File: config.mk
export PLATFORM = sky130hd
export DESIGN_NAME = afifo_rdout
export DESIGN_NICKNAME = d
export VERILOG_FILES = /design/src/rtl/afifo_pkg.sv /design/src/rtl/afifo_obuf.sv /design/src/rtl/afifo_rdout.sv
export SDC_FILE = /design/constraint.sdc
export NUM_CORES = 1
export LEC_CHECK = 0
export CAP_MARGIN = 25
export CORE_ASPECT_RATIO = 0.5
export CORE_UTILIZATION = 45
export CTS_BUF_LIST = sky130_fd_sc_hd__clkbuf_8
export DETAILED_ROUTE_END_ITERATION = 8
export PLACE_DENSITY_LB_ADDON = 0.15
export REMOVE_ABC_BUFFERS = 1
export SETUP_SLACK_MARGIN = 0.15
export SLEW_MARGIN = 20
export SYNTH_ARGS = -nofsm -noshare
export SYNTH_HDL_FRONTEND = slang
export SYNTH_HIERARCHICAL = 1
export SYNTH_SLANG_ARGS = --single-unit
File: constraint.sdc
create_clock -name rclk -period 4.1 [get_ports rclk]
set_input_delay 0.615 -clock rclk [delete_from_list [all_inputs] [get_ports rclk]]
set_output_delay 0.615 -clock rclk [all_outputs]
set_load 0.005 [all_outputs]
File: src/rtl/afifo_pkg.sv
// Shared definitions for the asynchronous FIFO read/write side buffers.
package afifo_pkg;

   localparam int AFIFO_RD_BUF_DEPTH = 3;

   typedef logic [1:0] afifo_idx_t;

   // Advance a circular buffer index, wrapping from the last entry back to 0.
   function automatic afifo_idx_t afifo_idx_next(input afifo_idx_t idx);
      return (idx == afifo_idx_t'(AFIFO_RD_BUF_DEPTH - 1)) ? afifo_idx_t'(0) : afifo_idx_t'(idx + 2'd1);
   endfunction

endpackage

File: src/rtl/afifo_obuf.sv
// Three-entry circular output buffer: push at the tail, pop the head when the
// consumer is ready, sticky error if a push finds no room.
module afifo_obuf
   import afifo_pkg::*;
#(
   parameter int DW = 32
) (
   input  logic          rclk,
   input  logic          rrst_n,
   input  logic          srst,
   input  logic          push,
   input  logic [DW-1:0] wdata,
   input  logic          ready,
   output logic          valid,
   output logic [DW-1:0] rdata,
   output logic [1:0]    cnt,
   output logic          err
);

   localparam logic [1:0] CNT_FULL = 2'(AFIFO_RD_BUF_DEPTH);

   logic [DW-1:0] mem_q [AFIFO_RD_BUF_DEPTH];
   logic [DW-1:0] mem_d [AFIFO_RD_BUF_DEPTH];
   afifo_idx_t    rd_idx_q, rd_idx_d;
   afifo_idx_t    wr_idx_q, wr_idx_d;
   logic [1:0]    cnt_q, cnt_d;
   logic          err_q, err_d;
   logic          full;
   logic          pop;
   logic          do_push;

   // Next-state for storage, indices, occupancy and the overflow flag.
   always_comb begin
      // NOTE: every signal gets its default first, so no path can leave one unassigned and infer a latch.
      mem_d    = mem_q;
      rd_idx_d = rd_idx_q;
      wr_idx_d = wr_idx_q;
      cnt_d    = cnt_q;
      err_d    = err_q;
      full     = (cnt_q == CNT_FULL);
      pop      = (cnt_q != 2'd0) & ready;
      do_push  = push & (~full | pop);
      if (srst) begin
         // Storage is left alone: only the bookkeeping is cleared, which hides it.
         rd_idx_d = '0;
         wr_idx_d = '0;
         cnt_d    = '0;
         err_d    = 1'b0;
      end else begin
         if (do_push) begin
            mem_d[wr_idx_q] = wdata;
            wr_idx_d        = afifo_idx_next(wr_idx_q);
         end
         if (pop) begin
            rd_idx_d = afifo_idx_next(rd_idx_q);
         end
         case ({do_push, pop})
            2'b10:   cnt_d = cnt_q + 2'd1;
            2'b01:   cnt_d = cnt_q - 2'd1;
            default: cnt_d = cnt_q;
         endcase
         if (push & full & ~pop) begin
            err_d = 1'b1;
         end
      end
   end

   // Buffer state registers.
   always_ff @(posedge rclk or negedge rrst_n) begin
      if (!rrst_n) begin
         // NOTE: these three words are reset on purpose so the head reads 0 out of reset; a true RAM array would not be.
         for (int i = 0; i < AFIFO_RD_BUF_DEPTH; i++) begin
            mem_q[i] <= '0;
         end
         rd_idx_q <= '0;
         wr_idx_q <= '0;
         cnt_q    <= '0;
         err_q    <= 1'b0;
      end else begin
         // NOTE: non-blocking assignments so every flop samples pre-edge values.
         mem_q    <= mem_d;
         rd_idx_q <= rd_idx_d;
         wr_idx_q <= wr_idx_d;
         cnt_q    <= cnt_d;
         err_q    <= err_d;
      end
   end

   assign valid = (cnt_q != 2'd0);
   assign rdata = mem_q[rd_idx_q];
   assign cnt   = cnt_q;
   assign err   = err_q;

endmodule

File: src/rtl/afifo_rdout.sv
// Read-side consumer of the async FIFO: issues reads while there is guaranteed
// room, captures the RAM word one cycle later, and presents a FWFT stream.
module afifo_rdout
   import afifo_pkg::*;
#(
   parameter int DW      = 32,
   parameter int RAM_LAT = 1
) (
   input  logic          rclk,
   input  logic          rrst_n,
   input  logic          rsrst,
   input  logic          rempty,
   input  logic [DW-1:0] ram_rdata,
   output logic          rinc,
   output logic          dout_valid,
   output logic [DW-1:0] dout_data,
   input  logic          dout_ready,
   output logic [1:0]    dout_lvl,
   output logic          dout_err
);

   generate
      if (RAM_LAT != 1) begin : g_ram_lat_check
         $error("afifo_rdout: only RAM_LAT=1 is supported");
      end
   endgenerate

   logic       pend_q, pend_d;
   logic       rinc_c;
   logic [1:0] cnt;
   logic [2:0] level;

   // Issue a read only when buffered plus in-flight words leave room; uses
   // registered state only, so dout_ready never reaches rinc combinationally.
   always_comb begin
      level  = {1'b0, cnt} + {2'b00, pend_q};
      rinc_c = rrst_n & ~rsrst & ~rempty & (level < 3'(AFIFO_RD_BUF_DEPTH));
      pend_d = rinc_c;
   end

   // In-flight read marker: the RAM word lands on ram_rdata the cycle after an issue.
   always_ff @(posedge rclk or negedge rrst_n) begin
      if (!rrst_n) begin
         pend_q <= 1'b0;
      end else begin
         pend_q <= pend_d;
      end
   end

   afifo_obuf #(
      .DW (DW)
   ) u_obuf (
      .rclk   (rclk),
      .rrst_n (rrst_n),
      .srst   (rsrst),
      .push   (pend_q),
      .wdata  (ram_rdata),
      .ready  (dout_ready),
      .valid  (dout_valid),
      .rdata  (dout_data),
      .cnt    (cnt),
      .err    (dout_err)
   );

   assign rinc     = rinc_c;
   assign dout_lvl = cnt;

endmodule
==> results of run 1 <==
[layer usage]
layer,up-vias,wire [µm],track usage
met3,7,383,0.0491
met5,-,0,0
met4,0,64,0.0515
li1,1387,-,-
met2,68,4800,0.346
met1,1542,4550,0.246
[sequential cells by signal (all words and copies together) (netlist names)]
name             cells
u_obuf/err           1
u_obuf/wr_idx_q      2
u_obuf/cnt           2
pend_q               1
u_obuf/mem_q        96
u_obuf/rd_idx_q      2
[final cells by class]
class,count,area (µm²)
well taps,135,169
flip-flops and latches,104,2600
clock buffers,13,179
multi-input cells,226,1930
clock inverters,2,12.5
inverters,2,7.51
fillers,782,4040
repair buffers,79,786
[worst reg2reg max path, stage by stage (launching register included)]
cell and delay, ns:
dfrtp_1 0.48, and2b_1 0.22, nand4_2 0.68, buf_4 0.50, mux2_1 0.32
[cells by family (layout without fill, tap and decap cells)]
kind of cell / Yosys count / after routing / synth area share
simple gates: 52 / 52 / 0.0585
compound gates: 44 / 44 / 0.0488
fa+ha+maj: 2 / 2 / 0.00539
mux: 128 / 128 / 0.302
flops: 104 / 104 / 0.561
buf+inv: 22 / 96 / 0.0240
[path summary, 6_finish.rpt]
kind,start,end,depth (start not counted)
min in group rclk,u_obuf/mem_q[76],u_obuf/mem_q[76],1
max reg2reg,pend_q,u_obuf/mem_q[6],4
min,rrst_n,u_obuf/mem_q[68],1
max in group asynchronous,rrst_n,u_obuf/rd_idx_q[0],2
min reg2reg,u_obuf/mem_q[76],u_obuf/mem_q[76],1
max,u_obuf/cnt[0],rinc,5
[cell usage after synthesis (all sizes together)]
| master | number | area (µm²) |
|---|---|---|
| nor3b | 1 | 7.51 |
| o311a | 1 | 10.0 |
| clkbuf | 7 | 26.3 |
| nand4 | 2 | 25.0 |
| and2 | 1 | 6.26 |
| dfrtp | 104 | 2600 |
| and2b | 1 | 7.51 |
| mux2i | 32 | 320 |
| or3 | 1 | 6.26 |
| nor2b | 2 | 12.5 |
| nand2 | 36 | 135 |
| inv | 2 | 7.51 |
| nand3 | 1 | 10.0 |
| o21ai | 38 | 190 |
| a31oi | 1 | 6.26 |
| a21oi | 4 | 20.0 |
| and3b | 1 | 8.76 |
| or3b | 1 | 8.76 |
| buf | 13 | 77.6 |
| mux2 | 96 | 1080 |
| nand3b | 1 | 20.0 |
| or4b | 1 | 10.0 |
| or2 | 1 | 6.26 |
| ha | 2 | 25.0 |
| nor2 | 2 | 7.51 |
[report_power, final]
group	internal (mW)	switching [mW]	total [mW]
Sequential	1.15	0.0626	1.21
Combinational	0.300	0.167	0.467
Clock	0.283	0.318	0.602
[through the flow]
step	area [µm²]	instances	setup slack [ns]	total power [mW]
global route	5690	561	0.828	2.42
finish	5690	561	0.992	2.28
CTS	5670	560	0.951	2.31
detailed placement	5480	545	1.05	1.71
floorplan	4530	332	1.08	1.42
global placement	5480	545	1.11	1.67
==> flow_summary.toml, run 1 <==
[run_status]
status = "complete, no violations"

[sta]
rsz0062_at_grt = "false"
fin_tns_setup_ns = 0
setup_viol = 0
tightest_slew_ns = 0.910
finalClockSkew_ns = 0.00987
min_period_over_period = 0.758
hold_slack_ns = 0.183
fmax_mhz = 322
hold_viol_final = 0
relSlewSlack = 0.393
drv_slew = 0
period_needed_ns = 3.11

[final_layout]
area_growth_pct = 22.7
diodes = 0
layout_commonest_cell = "dfrtp_1"
fin_util = 0.585
fin_nets = 461
final_cell_mix = "103 x dfrtp_1, 94 x mux2_2, 72 x clkdlybuf4s50_1, 38 x o21ai_0, 36 x nand2_1"
drive_gt1_frac = 0.291

[hold_path]
hold_class = "input pin to asynchronous set/reset pin"

[placed_design]
gp_congestion = 0.779
io_buffers = 73
dp_hpwl_um = 6180

[route]
wl_per_cell_um = 17.5
dr.pass1.iters = 4
drc_errors = 0
first_iter_violations = 130
wirelength_um = 9790
vias = 3004
avgViaCountPerCell = 5.35
ant_nets = 0

[floorplanning]
design.die.area_um2 = 10700
coreArea_um2 = 9730
start_util = 0.477
rows = 25
num_io_pins = 74
chipWidth_um = 146
die_h_um = 73.8

[synthesis]
synth_area_per_cell_um2 = 13.2
syn_inst = 352
synth-seq-area-share = 0.561
yosys_register_bits = 104
synth_area_um2 = 4640
yosysWarnings = 6
synth_cell_types = 27

[worst_setup_path]
crit_fanout = 9
crit_top_cell = "ha_1"
crit_chain = "ha_1 > ha_1 > or4b_1 > a21oi_1 > clkdlybuf4s50_1"
crit_path_top_delay_cell = "clkdlybuf4s50_1"
start_kind = "register"
cp-end-kind = "output pin"
path_delay_family = "buffers and inverters"
cp_num_buf_inv = 1
crit_arrival_ns = 2.49
crit_type = "register to output pin"
crit_required_ns = 3.48
rrSetupSlack_ns = 1.80
cpPeakStageDelay_ns = 0.54

[clocking]
holdBufCountCts = 0
cts.path.max_buffers = 2
h-tree-depth = 3
postCtsSetupBuffers = 0
cts-buffers-inserted = 9
cts.repair.resized = 0
cts.clk_slew.worst_paths_ns = 0.09
cts_root_buffer = "clkbuf_8"
clock-sinks = 104
cts_tree = "done"
clk_latency_ns = 0.36

[global_routing]
antenna_found_initial = 0
grt_pass1_wl_um = 16000
grt_pass1_vias = 3172
grt.total_usage = 0.197
grt_max_degree = 75
grt-ovfl-total = 0

[pwr]
peakVddDrop_mv = 0.215
p_leak_nw = 2.55
cellPowerDensity_nw_per_um2 = 401

[flow_run]
maxCapViolCount = 0
Power figures use the tool's default switching activity.
==> inputs of run 2 (changes only) <==
Clock period 4.1 ns to 2.55 ns, I/O delays scaled along.
==> run 2 against run 1 <==
  * Sequential power rose by 61%
  * Global-route usage up 1.3 points
  * Register-to-register slack worse by 1.6 ns
  * Power increased by 69%
  * Hold slack lost 0.0018 ns
  * Count of clock-buffer cells in the layout is 3 lower
  * Non-clock buffer count rose by 26
  * First-iteration DRC count shrank 1.5%
  * Setup slack worse by 0.86 ns
  * Via count is 3.9% higher
  * Core utilization rose by 3.2 points
  * Clock power grew 89%
==> flow_summary.toml, run 2 (same netlist as run 1, synthesis figures left out) <==
[worst_setup_path]
crit_arrival_ns = 2.04
cp-end-kind = "output pin"
cpPeakStageDelay_ns = 0.56
start_kind = "register"
crit_fanout = 27
crit_path_top_delay_cell = "dfrtp_4"
crit_type = "register to output pin"
crit_required_ns = 2.17
crit_chain = "nor2b_4 > buf_12 > nand2_1 > o21ai_1 > clkdlybuf4s50_1"
rr_worst_depth = 14

[floorplanning]
design.die.area_um2 = 10700
rows = 25
num_io_pins = 74
start_util = 0.477
chipWidth_um = 146
die_h_um = 73.8
coreArea_um2 = 9730

[global_routing]
grt_pass1_vias = 3317
grt-ovfl-total = 0
antenna_found_initial = 1
grt_pass1_wl_um = 16800
grt.total_usage = 0.209
grt_max_degree = 55

[final_layout]
fin_cells = 588
fin_util = 0.617
layout_commonest_cell = "dfrtp_1"
top_register = "u_obuf/mem_q"
drive_gt1_frac = 0.344
diodes = 0
area_growth_pct = 29.4
final_cell_mix = "103 x dfrtp_1, 94 x mux2_2, 70 x clkdlybuf4s50_1, 36 x nand2_1, 33 x o21ai_0"
fillCellCount = 730
fin_nets = 487
finalInstanceArea_um2 = 6000
largest_register_ffs = 96

[clocking]
cts_tree = "done"
clk_latency_ns = 0.37
cts-buffers-inserted = 9
holdBufCountCts = 0
cts_root_buffer = "clkbuf_8"
cts.path.max_buffers = 2
cts.clk_slew.worst_paths_ns = 0.10
clock-sinks = 104
h-tree-depth = 3

[sta]
setup_viol = 0
hold_slack_ns = 0.181
hold_viol_final = 0
fmax_mhz = 414
drv_slew = 0
fin_ws_ns = 0.132
finalClockSkew_ns = 0.00811
min_period_over_period = 0.948
fin_tns_setup_ns = 0
rsz0062_at_grt = "true"
period_needed_ns = 2.42
relSlewSlack = 0.558
tightest_slew_ns = 0.664

[route]
drc_errors = 0
first_iter_violations = 128
wirelength_um = 10400
avgViaCountPerCell = 5.31
dr.pass1.iters = 4
wl_per_cell_um = 17.6
ant_nets = 0
vias = 3120

[pwr]
internal-power_mw = 2.94
cellPowerDensity_nw_per_um2 = 643
comb_power_share = 0.200
netSwitchingFraction = 0.239
pwr-share-seq = 0.505
p_clk_frac = 0.295
power_mw = 3.86
p_leak_nw = 2.73
peakVddDrop_mv = 0.305
power_switching_mw = 0.924

[run_status]
status = "complete, no violations"

[placed_design]
gp_congestion = 0.762
place_area_um2 = 5620
io_buffers = 73
dp_hpwl_um = 6840
place_ws_ns = 0.105
placed_cells = 556

[hold_path]
hold_class = "input pin to asynchronous set/reset pin"

[flow_run]
maxCapViolCount = 0
-- run 2: cell count changes in the layout (fill, tap and decap cells not counted), moves of 2 or more --
cell,change
clkbuf_8,-3
bufinv_16,+2
buf_6,+3
buf_4,+18
clkinv_4,+2
clkdlybuf4s50_1,-2
ha_1,-2
buf_12,+4
o21ai_0,-5
o21ai_1,+5
-- run 2: per-layer routing --
layer,vias up,track usage,routed length (µm)
met4,0,0.0550,88
met3,12,0.0702,534
met1,1600,0.244,4570
li1,1439,-,-
met5,-,0,0
met2,69,0.378,5180
-- run 2: layout make-up --
cell class	count	area, µm²	share of cell area
clock buffers	10	138	0.0229
clock inverters	6	91.3	0.0152
inverters	2	7.51	0.00125
multi-input cells	226	1950	0.326
flip-flops and latches	104	2610	0.434
well taps	135	169	0.0281
repair buffers	105	1040	0.173
-- run 2: path summary, 6_finish.rpt --
| check | startpoint | endpoint | slack (ns) |
|---|---|---|---|
| setup / recovery | u_obuf/rd_idx_q[0] | dout_data[6] | 0.13 |
| hold / removal | rrst_n | u_obuf/mem_q[70] | 0.18 |
| setup reg to reg | pend_q | pend_q | 0.22 |
| hold reg to reg | u_obuf/mem_q[1] | u_obuf/mem_q[1] | 0.50 |
| max in group asynchronous | rrst_n | u_obuf/rd_idx_q[0] | 1.20 |
| min in group rclk | u_obuf/mem_q[1] | u_obuf/mem_q[1] | 0.50 |
-- run 2: power groups by stage --
stage / clock network, mW / registers (mW) / logic (mW)
floorplan: 0 / 1.96 / 0.332
finish: 1.14 / 1.95 / 0.772
detailed placement: 0 / 1.99 / 0.762
CTS: 1.18 / 1.95 / 0.782
global route: 1.25 / 1.98 / 0.840
global placement: 0 / 1.96 / 0.733
-- run 2: critical path: cells and delay by family, from the launching register on --
family                 cells  cell delay [ns]
DFF                        1             0.56
buffers and inverters      2             0.73
AOI/OAI and AO/OA          1             0.12
and+or+nand+nor            2             0.23
-- run 2: what timing repair did --
action / 4_1_cts / 5_1_grt
endpoints found under the hold margin: 0 / 0
buffers inserted: 15 / 1
pin swaps: 0 / 2
resized for setup: 7 / 11
setup endpoints to repair: 31 / 31
==> inputs of run 3 (changes only) <==
Settings changed: CELL_PAD_IN_SITES_DETAIL_PLACEMENT set to 2, CELL_PAD_IN_SITES_GLOBAL_PLACEMENT set to 2, CORE_UTILIZATION 45 to 34, SKIP_LAST_GASP set to 1.
==> run 3 against run 2 <==
  * Flip-flop and latch count stayed put
  * Register-to-register slack improved by 0.58 ns
  * Critical endpoint is now dout_data[21]
  * Setup slack better by 0.026 ns
  * Highest routed layer unchanged
==> flow_summary.toml, run 3 (same netlist as run 1, synthesis figures left out) <==
[run_status]
status = "complete, no violations"

[pwr]
p_leak_nw = 2.66
internal-power_mw = 2.90
netSwitchingFraction = 0.253
comb_power_share = 0.201
power_mw = 3.88
cellPowerDensity_nw_per_um2 = 655
pwr-share-seq = 0.504
power_switching_mw = 0.981
peakVddDrop_mv = 0.338
p_clk_frac = 0.295

[final_layout]
drive_gt1_frac = 0.323
diodes = 0
fillCellCount = 1284
largest_register_ffs = 96
fin_util = 0.456
top_register = "u_obuf/mem_q"
finalInstanceArea_um2 = 5920
fin_nets = 474
final_cell_mix = "102 x dfrtp_1, 94 x mux2_2, 70 x clkdlybuf4s50_1, 36 x nand2_1"
layout_commonest_cell = "dfrtp_1"
area_growth_pct = 27.7
fin_cells = 610

[worst_setup_path]
crit_type = "register to output pin"
crit_arrival_ns = 2.01
start_kind = "register"
crit_path_top_delay_cell = "clkdlybuf4s50_1"
crit_chain = "nor2b_4 > buf_12 > nand2_1 > o21ai_1 > clkdlybuf4s50_1"
rrSetupSlack_ns = 0.80
cp-end-kind = "output pin"
rr_worst_depth = 5
cpPeakStageDelay_ns = 0.54
crit_required_ns = 2.17
crit_fanout = 17

[sta]
drv_slew = 0
tightest_slew_ns = 0.765
finalClockSkew_ns = 0.0107
rsz0062_at_grt = "true"
period_needed_ns = 2.39
setup_viol = 0
fin_ws_ns = 0.158
fmax_mhz = 418
hold_slack_ns = 0.165
fin_tns_setup_ns = 0
relSlewSlack = 0.490
hold_viol_final = 0
min_period_over_period = 0.938

[floorplanning]
chipWidth_um = 167
die_h_um = 84.6
design.die.area_um2 = 14100
coreArea_um2 = 13000
num_io_pins = 74
start_util = 0.357
rows = 29

[global_routing]
grt_pass1_vias = 3660
antenna_found_initial = 0
grt.total_usage = 0.184
grt_max_degree = 60
grt-ovfl-total = 0
grt_pass1_wl_um = 19900

[route]
avgViaCountPerCell = 5.05
first_iter_violations = 81
wirelength_um = 12400
wl_per_cell_um = 20.4
drc_errors = 0
dr.pass1.iters = 3
ant_nets = 0
vias = 3078

[placed_design]
dp_hpwl_um = 8180
place_ws_ns = 0.0341
io_buffers = 73
gp_congestion = 0.738
placed_cells = 591
place_area_um2 = 5640

[clocking]
clk_latency_ns = 0.37
cts.clk_slew.worst_paths_ns = 0.10
holdBufCountCts = 0
cts-buffers-inserted = 9
h-tree-depth = 3
cts_tree = "done"
cts_root_buffer = "clkbuf_8"
clock-sinks = 104
cts.path.max_buffers = 2

[hold_path]
hold_class = "input pin to asynchronous set/reset pin"

[flow_run]
maxCapViolCount = 0
==> run 3: metal layers <==
metal  share of wire  track usage
met5               0            0
met4          0.0065       0.0434
met3           0.029       0.0391
met2            0.51        0.334
met1            0.46        0.225
==> run 3: power by group through the flow <==
stage / Sequential (mW) / Clock [mW] / Combinational, mW
6_report: 1.96 / 1.14 / 0.780
5_1_grt: 1.98 / 1.24 / 0.853
4_1_cts: 1.96 / 1.18 / 0.797
3_5_place_dp: 1.99 / 0 / 0.784
3_3_place_gp: 1.96 / 0 / 0.745
2_1_floorplan: 1.96 / 0 / 0.332
==> run 3: worst paths after layout <==
path / end / start
min in group rclk: pend_q / rrst_n
max in group asynchronous: u_obuf/rd_idx_q[1] / rrst_n
min reg2reg: u_obuf/mem_q[6] / u_obuf/mem_q[6]
min: u_obuf/mem_q[67] / rrst_n
max: dout_data[21] / u_obuf/rd_idx_q[0]
max reg2reg: u_obuf/mem_q[67] / pend_q
==> run 3: worst max-delay path, delay by kind of cell (launching register included) <==
kind | cells | cell delay (ns)
buf+inv | 2 | 0.73
flops | 1 | 0.49
simple gates | 2 | 0.28
compound gates | 1 | 0.12
==> run 3: layout make-up <==
type | count | area (µm²) | area share
repair buffers | 92 | 931 | 0.157
well taps | 170 | 213 | 0.0359
flip-flops and latches | 104 | 2610 | 0.440
inverters | 2 | 7.51 | 0.00127
clock inverters | 7 | 95.1 | 0.0161
clock buffers | 9 | 124 | 0.0209
multi-input cells | 226 | 1950 | 0.329
==> run 3: what timing repair did <==
action	CTS	global route
resized for setup	11	11
pin swaps	1	0
setup buffers	3	0
setup endpoints to repair	33	22
